--- src/rtl/ps_writeback.sv ---
// Writeback/commit stage: merges the ALU, load and mul/div results onto two register-file write ports.
// Load and mul/div results wait in a small in-order pending FIFO; the ALU path never stalls.
module ps_writeback #(
    parameter int DEPTH = 4,
    parameter int XLEN  = 32
) (
    input  logic                      clk,
    input  logic                      reset,
    input  logic                      flush,
    input  logic                      alu_en,
    input  logic [4:0]                alu_add,
    input  logic [XLEN-1:0]           alu_data,
    input  logic                      ld_valid,
    input  logic [4:0]                ld_add,
    input  logic [XLEN-1:0]           ld_data,
    output logic                      ld_ready,
    input  logic                      md_valid,
    input  logic [4:0]                md_add,
    input  logic [XLEN-1:0]           md_data,
    output logic                      md_ready,
    output logic                      wrd_en1,
    output logic [4:0]                wrd_add1,
    output logic [XLEN-1:0]           wrd_data1,
    output logic                      wrd_en2,
    output logic [4:0]                wrd_add2,
    output logic [XLEN-1:0]           wrd_data2,
    output logic [$clog2(DEPTH):0]    pend_cnt,
    output logic                      busy
);
    localparam int PW = $clog2(DEPTH);
    localparam int CW = PW + 1;

    logic [4:0]      add_q  [DEPTH];
    logic [4:0]      add_d  [DEPTH];
    logic [XLEN-1:0] data_q [DEPTH];
    logic [XLEN-1:0] data_d [DEPTH];
    logic [PW-1:0]   head_q, head_d, tail_q, tail_d, head1_s, tail1_s;
    logic [CW-1:0]   cnt_q, cnt_d;
    logic            busy_q, busy_d;
    logic            en1_q, en1_d, en2_q, en2_d;
    logic [4:0]      add1_q, add1_d, add2_q, add2_d;
    logic [XLEN-1:0] data1_q, data1_d, data2_q, data2_d;
    logic            ready_s, alu_hit_s, ld_push_s, md_push_s;
    logic            pop1_s, pop2_s, cand_v_s;
    logic [4:0]      cand_add_s;
    logic [XLEN-1:0] cand_data_s;
    logic [1:0]      n_push_s, n_pop_s;

    // Readiness depends only on the registered count so two pushes always fit.
    assign ready_s  = (cnt_q <= CW'(DEPTH - 2));
    assign ld_ready = ready_s;
    assign md_ready = ready_s;
    assign head1_s  = head_q + PW'(1);
    assign tail1_s  = tail_q + PW'(1);

    // Port selection on pre-push contents, FIFO push/pop and pointer/count update.
    always_comb begin
        add_d       = add_q;
        data_d      = data_q;
        en1_d       = 1'b0;
        add1_d      = add1_q;
        data1_d     = data1_q;
        en2_d       = 1'b0;
        add2_d      = add2_q;
        data2_d     = data2_q;
        pop1_s      = 1'b0;
        pop2_s      = 1'b0;
        cand_v_s    = 1'b0;
        cand_add_s  = 5'd0;
        cand_data_s = '0;
        alu_hit_s   = alu_en && (alu_add != 5'd0);
        ld_push_s   = !flush && ld_valid && ready_s && (ld_add != 5'd0);
        md_push_s   = !flush && md_valid && ready_s && (md_add != 5'd0);

        if (alu_hit_s) begin
            en1_d   = 1'b1;
            add1_d  = alu_add;
            data1_d = alu_data;
            if (!flush && (cnt_q != CW'(0))) begin
                cand_v_s    = 1'b1;
                cand_add_s  = add_q[head_q];
                cand_data_s = data_q[head_q];
            end else begin
                cand_v_s = 1'b0;
            end
        end else if (!flush && (cnt_q != CW'(0))) begin
            en1_d   = 1'b1;
            add1_d  = add_q[head_q];
            data1_d = data_q[head_q];
            pop1_s  = 1'b1;
            if (cnt_q >= CW'(2)) begin
                cand_v_s    = 1'b1;
                cand_add_s  = add_q[head1_s];
                cand_data_s = data_q[head1_s];
            end else begin
                cand_v_s = 1'b0;
            end
        end else begin
            en1_d = 1'b0;
        end

        // A same-address candidate stays queued so the newer port-1 value is not clobbered.
        if (cand_v_s && (cand_add_s != add1_d)) begin
            en2_d   = 1'b1;
            add2_d  = cand_add_s;
            data2_d = cand_data_s;
            pop2_s  = 1'b1;
        end else begin
            en2_d = 1'b0;
        end

        if (ld_push_s) begin
            add_d[tail_q]  = ld_add;
            data_d[tail_q] = ld_data;
        end else begin
            add_d[tail_q]  = add_d[tail_q];
        end
        if (md_push_s) begin
            add_d[ld_push_s ? tail1_s : tail_q]  = md_add;
            data_d[ld_push_s ? tail1_s : tail_q] = md_data;
        end else begin
            add_d[tail_q]  = add_d[tail_q];
        end

        n_push_s = {1'b0, ld_push_s} + {1'b0, md_push_s};
        n_pop_s  = {1'b0, pop1_s} + {1'b0, pop2_s};

        if (flush) begin
            head_d = '0;
            tail_d = '0;
            cnt_d  = '0;
        end else begin
            head_d = head_q + PW'(n_pop_s);
            tail_d = tail_q + PW'(n_push_s);
            cnt_d  = cnt_q + CW'(n_push_s) - CW'(n_pop_s);
        end
        busy_d = (cnt_d != CW'(0));
    end

    // State and registered outputs, cleared by the synchronous active-low reset.
    always_ff @(posedge clk) begin
        if (!reset) begin
            for (int i = 0; i < DEPTH; i++) begin
                add_q[i]  <= 5'd0;
                data_q[i] <= '0;
            end
            head_q  <= '0;
            tail_q  <= '0;
            cnt_q   <= '0;
            busy_q  <= 1'b0;
            en1_q   <= 1'b0;
            add1_q  <= 5'd0;
            data1_q <= '0;
            en2_q   <= 1'b0;
            add2_q  <= 5'd0;
            data2_q <= '0;
        end else begin
            add_q   <= add_d;
            data_q  <= data_d;
            head_q  <= head_d;
            tail_q  <= tail_d;
            cnt_q   <= cnt_d;
            busy_q  <= busy_d;
            en1_q   <= en1_d;
            add1_q  <= add1_d;
            data1_q <= data1_d;
            en2_q   <= en2_d;
            add2_q  <= add2_d;
            data2_q <= data2_d;
        end
    end

    assign wrd_en1   = en1_q;
    assign wrd_add1  = add1_q;
    assign wrd_data1 = data1_q;
    assign wrd_en2   = en2_q;
    assign wrd_add2  = add2_q;
    assign wrd_data2 = data2_q;
    assign pend_cnt  = cnt_q;
    assign busy      = busy_q;
endmodule

--- config.mk ---
export PLATFORM = sky130hd
export DESIGN_NAME = ps_writeback
export DESIGN_NICKNAME = d
export VERILOG_FILES = /design/src/rtl/ps_writeback.sv
export SDC_FILE = /design/constraint.sdc
export NUM_CORES = 1
export LEC_CHECK = 0
export BUFFER_PORTS_ARGS = -buffer_cell sky130_fd_sc_hd__buf_2
export CAP_MARGIN = 25
export CORE_MARGIN = 10
export CORE_UTILIZATION = 25
export CTS_CLUSTER_SIZE = 20
export DETAILED_ROUTE_END_ITERATION = 10
export SYNTH_ARGS = -nofsm -noshare
export SYNTH_HDL_FRONTEND = slang
export SYNTH_SLANG_ARGS = --single-unit
--- constraint.sdc ---
create_clock -name clk -period 5.8 [get_ports clk]
set_clock_uncertainty 0.15 [all_clocks]
set_input_delay 0 -clock clk [delete_from_list [all_inputs] [get_ports clk]]
set_output_delay 0 -clock clk [all_outputs]
set_load 0.05 [all_outputs]
# --- After elaboration in Yosys (flattened, before gate mapping) ---
# Cells that the tools add are included.
classes:
  n_addsub: 8
  multipliers: 0
  div_mod_pow: 0
  n_lt_le_gt_ge: 8
  eq_ne: 1
  shift: 0
  muxes: 57
  bitwise: 5
  n_reduce_logical: 19
op_table:
  columns: ["cell", "n"]
  rows:
  - ["$mux W32", 12]
  - ["$bwmux W128", 2]
  - ["$mux W128", 2]
  - ["$bmux W32 S2", 2]
  - ["$demux W32 S2", 2]
  - ["$bwmux W20", 4]
  - ["$mux W5", 16]
  - ["$bmux W5 S2", 4]
  - ["$mux W20", 2]
  - ["$demux W5 S2", 2]
  - ["$reduce_bool A5 Y1", 3]
  - ["$ge A3 B3 Y1 const B", 4]
  - ["$not A2 Y3", 4]
  - ["$logic_and A1 B1 Y1", 11]
  - ["$mux W1", 7]
  - ["$lt A3 B1 Y1 const B", 2]
  - ["$reduce_bool A3 Y1", 2]
  - ["$ne A5 B5 Y1", 1]
  - ["$add A1 B1 Y2", 2]
  - ["$add A2 B1 Y2 const B", 2]
  - ["$add A2 B2 Y2", 2]
  - ["$add A3 B2 Y3", 1]
  - ["$ge A3 B2 Y1 const B", 1]
  - ["$le A3 B2 Y1 const B", 1]
  - ["7 further kinds", 7]
totals:
  reg_bits: 232
  latch_bits: 0
  mem_bits_rw: 0
  rom_bits: 0
  inputBits: 117
  output_inout_bits: 82
  word_cells: 116
  mem_count: 0

# --- Logic depth before layout (Yosys ltp) ---
logic_depth:
  ltp_word: 15
  mapped_depth: 19
  ltp_nobuf: 16

# --- Least setup slack after synthesis ---
# No wires, ideal clock.
synth_timing:
  path_type: "register to register"
  start: "register cnt_q[2] (netlist: pend_cnt[2])"
  end: "register busy_q (netlist: busy)"
  setup_time_ns: 0.127
  arrival_time_ns: 4.054
  required_ns: 5.523
  setup_slack_ns: 1.469
  path_stages_with_launch: 20
  n_path_buf: 3
  synth_period_minus_slack_ns: 4.331
  path_cell_list: "dfxtp_1 -> buf_2 -> or3_1 -> buf_2 -> and3_1 -> o31ai_2 -> xor2_1 -> nand3_1 -> o21ba_2 -> buf_2 -> ha_1 -> ha_1 -> inv_1 -> ha_1 -> inv_1 -> fa_1 -> xnor2_1 -> xnor2_1 -> nor2_1 -> or3_1"
synth_via:
  elab_chain_len: 11
  elab_cells_between_ends: 28
  cone_classes: "add/sub (4); order compare (2); eq/ne (1); mux (13); reduce/logical (8)"
synth_lines:
  columns: ["element", "line_no", "text"]
  rows:
  - ["from (decl)", "38", "logic [CW-1:0] cnt_q, cnt_d;"]
  - ["from (signal assigned)", "162", "cnt_q <= cnt_d;"]
  - ["$ge A3 B2 Y1 / $reduce_bool A3 Y1 (equally long branches)", "91, 79, 86", null]
  - ["$mux W5 / $logic_and A1 B1 Y1 (equally long branches)", "91, 79, 86", null]
  - ["$mux W5, on equally long branches", "86, 79", null]
  - ["$mux W5", "75", "if (alu_hit_s) begin"]
  - ["$ne A5 B5 Y1", "103", "if (cand_v_s && (cand_add_s != add1_d)) begin"]
  - ["$logic_and A1 B1 Y1 *", "103", null]
  - ["$mux W1 *", null, null]
  - ["net en2_d", "40", "logic en1_q, en1_d, en2_q, en2_d;"]
  - ["$add A1 B1 Y2 *", "126", "n_pop_s = {1'b0, pop1_s} + {1'b0, pop2_s};"]
  - ["$sub A3 B2 Y3 *", "135", "cnt_d = cnt_q + CW'(n_push_s) - CW'(n_pop_s);"]
  - ["$mux W3 *", "128", "if (flush) begin"]
  - ["$reduce_bool A3 Y1 *", "137", "busy_d = (cnt_d != CW'(0));"]
  - ["to (signal assigned)", "163", "busy_q <= busy_d;"]
  - ["to (decl)", "39", "logic busy_q, busy_d;"]
# The timed path passes the listed nets; every way through them passes the cells marked *.
# A chain may end at the register's enable or synchronous reset.

# --- Worst setup path in the final report ---
layout_timing:
  start: "register head_q[0]"
  end: "register busy_q (netlist: busy)"
layout_via:
  elab_chain_len: 15
  elab_cells_between_ends: 22
  cone_classes: "add/sub (3); eq/ne (1); mux (14); bitwise (2); reduce/logical (2)"
layout_lines:
  columns: ["element", "line_no", "text"]
  rows:
  - ["from (decl)", "37", "logic [PW-1:0] head_q, head_d, tail_q, tail_d, head1_s, tail1_s;"]
  - ["from (signal assigned)", "147", "head_q <= '0;"]
  - ["from (signal assigned)", "160", "head_q <= head_d;"]
  - ["$add A2 B1 Y2", "53", "assign head1_s = head_q + PW'(1);"]
  - ["$not A2 Y3 (not written as such)", "93", "cand_add_s = add_q[head1_s];"]
  - ["$bmux W5 S2", "93", null]
  - ["$mux W5 (not written as such) (2 in series)", "93", null]
  - ["$mux W5", "91", "if (cnt_q >= CW'(2)) begin"]
  - ["$mux W5", "86", "end else if (!flush && (cnt_q != CW'(0))) begin"]
  - ["$mux W5", "75", null]
  - ["$ne A5 B5 Y1 *", "103", null]
  - ["$logic_and A1 B1 Y1 *", "103", null]
  - ["$mux W1 *", "103", null]
  - ["$add A1 B1 Y2 *", "126", null]
  - ["$sub A3 B2 Y3 *", "135", null]
  - ["$mux W3 *", "128", null]
  - ["$reduce_bool A3 Y1 *", "137", null]
# Every way passes the cells marked *; elsewhere a longest branch is shown, timed or not. The select of a mux whose other input is x is not followed.

==> results.md <==
- Detailed Route WL: 51.43 mm
- Crit start category: flop
- Total length of routed met2 wires: 25.14 mm
- H-tree depth: 1
- Post-synthesis average cell area: 9.108 sq um
- Largest net degree at the start of global routing: 86
- Core Area: 51510 sq um
- Routed wire length on met3: 3.706 mm
- Synthesized Nets: 1562
- Critical Path RT: 6.10 ns
- Sink Count: 232
- Most used DFF post-synth: dfxtp_1
- Final Hold Viols: 0
- CTS Root Buffer Type: clkbuf_16
- Fmax: 217.4 MHz
- Synth top cells by count: dfxtp_1, nand2_1, nor2_1
- Synth Warn #: 0
- CTS tree: done
- Vias per Instance: 5.514
- Via count: 13.18k
- Setup Viol. Count Final: 0
- Min Tclk post-route: 4.599 ns
- Drt wl/cell: 21.52 microns
- Die H: 248.5 microns
- Yosys top cell area share: 35.59%
- CP Capture Type: flop
- Hold WS: 0.07219 ns
- Synth cell types: 49
- Clock transition at path regs: 0.06 ns
- Top Metal Used: met5
- Die area: 61740 sq um
- Cell count after synthesis: 1433
- Actual slew at the worst max-slew pin: 1.034 ns
- Worst min-delay path category: in -> reg
- Register Area: 4652 sq um
- Layout area overhead: 30.84%
- Fin worst setup slack: 1.201 ns
- Max-Cap Viols: 0
- Port bufs: 198
- Initial Util: 25.34%
- Place WS: 0.7852 ns
- Outcome: complete, no violations
- Met1 wire length: 20.92 mm
- Net count, final: 1816
- Iteration count of the initial detailed-routing pass: 6
- Cell area after placement: 14550 sq um
- GR Overflow Total: 0
- Synth Cell Area: 13050 sq um
- Fillcell total: 5303
- Clock latency on the worst-skew pair: 0.56 ns
- Total track usage: 15.74%
- Fin area: 17080 sq um
- RD Place Congestion: 0.8245
- RSZ-0062 raised after global routing: false
- Layout cell share with drive strength beyond 1: 25.18%
- Placed insts: 2179
- FFs w/ async S/R, synth: 0%
- Max Slew Vio Count: 0
- Post-synthesis sequential area ratio: 35.59%
- Slew headroom: 30.82%
- Setup_tns: 0 ns
- Post-DP HPWL: 32.25 mm
- Clk buf depth: 3
- Multi-input logic area: 7775 sq um
- First-pass GRT wire length: 78.80 mm
- EDFF count, synth: 0
- DRC Markers: 0
- Setup CP Type: reg -> reg
- Worst vdd ir: 0.0001506 V
- DRT antenna net count: 0
- Io pins: 199
- Number of global-route vias before repair: 13.15k
- Most common cell in the netlist: dfxtp_1
- PwrDens: 292.1 nW/um^2
- Leading area contributor after synthesis: dfxtp_1
- DR iter-0 viols: 1141
- Final period utilization: 79.30%
- Cts repair resizes: 0
- Worst Path Arrival: 4.90 ns
- Lkg Pwr: 6.216 nW
- Die width: 248.5 microns
- CTS Buf Count: 28
- FP Rows: 83
- Antenna violations before repair: 7
- Yosys reg bits: 232
- Fin cells: 2390
- Top cells by area, synth: dfxtp_1, mux4_2, a311oi_1
- Worst Path Max Fanout: 16
==> registers in the layout, indices dropped and copies added, names as in the netlist <==
signal,count
data_q,128
pend_cnt,3
tail_q,2
wrd_add2,5
busy,1
add_q,20
wrd_add1,5
head_q,2
wrd_en1,1
wrd_data2,32
wrd_data1,32
wrd_en2,1
==> placed cells by master, fill, tap and decap left out, types with 3 or more instances in the layout <==
cell / Yosys / routed
clkbuf_8: 0 / 10
o221ai_1: 8 / 8
or2_2: 5 / 5
nand2_1: 210 / 200
a31oi_1: 3 / 3
o221a_2: 17 / 17
ha_2: 0 / 4
and2_1: 3 / 3
nor3_1: 5 / 4
mux4_2: 83 / 83
buf_2: 23 / 198
nor2_1: 183 / 180
clkinv_2: 0 / 5
o31ai_2: 3 / 3
mux2i_1: 18 / 18
clkbuf_16: 0 / 29
a221o_1: 32 / 32
nor2_4: 0 / 3
buf_16: 0 / 3
xor2_1: 3 / 3
a311oi_1: 160 / 160
nand3_1: 150 / 150
o221a_1: 20 / 20
mux2_2: 22 / 22
ha_1: 10 / 6
o21ai_0: 15 / 15
a21oi_1: 35 / 35
dlygate4sd3_1: 0 / 157
and3_1: 4 / 4
buf_4: 4 / 21
clkbuf_1: 115 / 4
dfxtp_1: 232 / 230
xnor2_1: 8 / 8
nor2b_1: 8 / 8
inv_1: 13 / 12
nand2_2: 0 / 8
==> timing repair <==
action,in CTS,in global routing
buffers inserted,0,0
endpoints found under the hold margin,192,0
hold buffers,157,0
==> worst paths after layout <==
kind                              startpoint                         end  slack, ns  cells after the start
setup / recovery        head_q[0]$_SDFF_PP0_             busy$_SDFF_PN0_       1.20                     16
hold / removal                        alu_en      wrd_add1[0]$_SDFF_PN0_       0.07                      5
setup reg to reg        head_q[0]$_SDFF_PP0_             busy$_SDFF_PN0_       1.20                     16
hold reg to reg   wrd_data1[15]$_SDFFE_PN0P_  wrd_data1[15]$_SDFFE_PN0P_       0.33                      2
==> power by group <==
part	internal, mW	leakage, nW	switching, mW	total [mW]
Sequential	1.73	1.89	0.103	1.84
Combinational	0.507	3.86	0.877	1.38
Clock	1.04	0.458	0.731	1.77
==> cell type report <==
type                            instances  share of cell area, %
Multi-Input combinational cell       1031                  45.53
Sequential cell                       232                  27.24
Timing Repair Buffer                  379                  16.41
Clock buffer                           43                  5.144
Tap cell                              680                  4.982
Inverter                               15                 0.3737
Clock inverter                          8                 0.2858
Antenna cell                            2                0.02931
==> metrics by stage <==
stage	util [%]	power (mW)
final	33.15	4.989
after global routing	33.15	5.192
after CTS	33.09	5.017
after detailed placement	28.24	3.162
after global placement	28.13	3.132
after floorplan	-	2.763
==> critical path: stages (launching register included) <==
cell and delay [ns]:
dfxtp_4 0.48, mux4_1 0.61, and2_0 0.17, mux2_2 0.29, xor2_1 0.15, nand3_1 0.15, o21ba_2 0.51, ha_1 0.35
ha_1 0.28, inv_1 0.06, ha_1 0.13, inv_1 0.05, fa_1 0.43, xnor2_1 0.18, xnor2_1 0.13, nor2_1 0.06
or3_1 0.30
==> per-layer routing <==
layer | vias to the layer above | GRT usage (%)
met5 | - | 0
met4 | 10 | 5.453
met3 | 138 | 3.117
met2 | 611 | 27.18
met1 | 6439 | 19.10
li1 | 5980 | -
==> cell families (layout without fill, tap and decap cells) <==
group                    Yosys count  after routing  synth area share (%)
AO/OA/AOI/OAI                    309            309                 20.45
multiplexers                     124            124                 17.80
buffers and inverters            170            445                 5.455
XOR/XNOR                          11             11                0.7382
AND/OR/NAND/NOR                  575            575                 18.70
other                              0              2                     0
adder cells (fa/ha/maj)           12             12                 1.265
flip-flops                       232            232                 35.59
No activity file was read; power rests on OpenSTA's default activity.
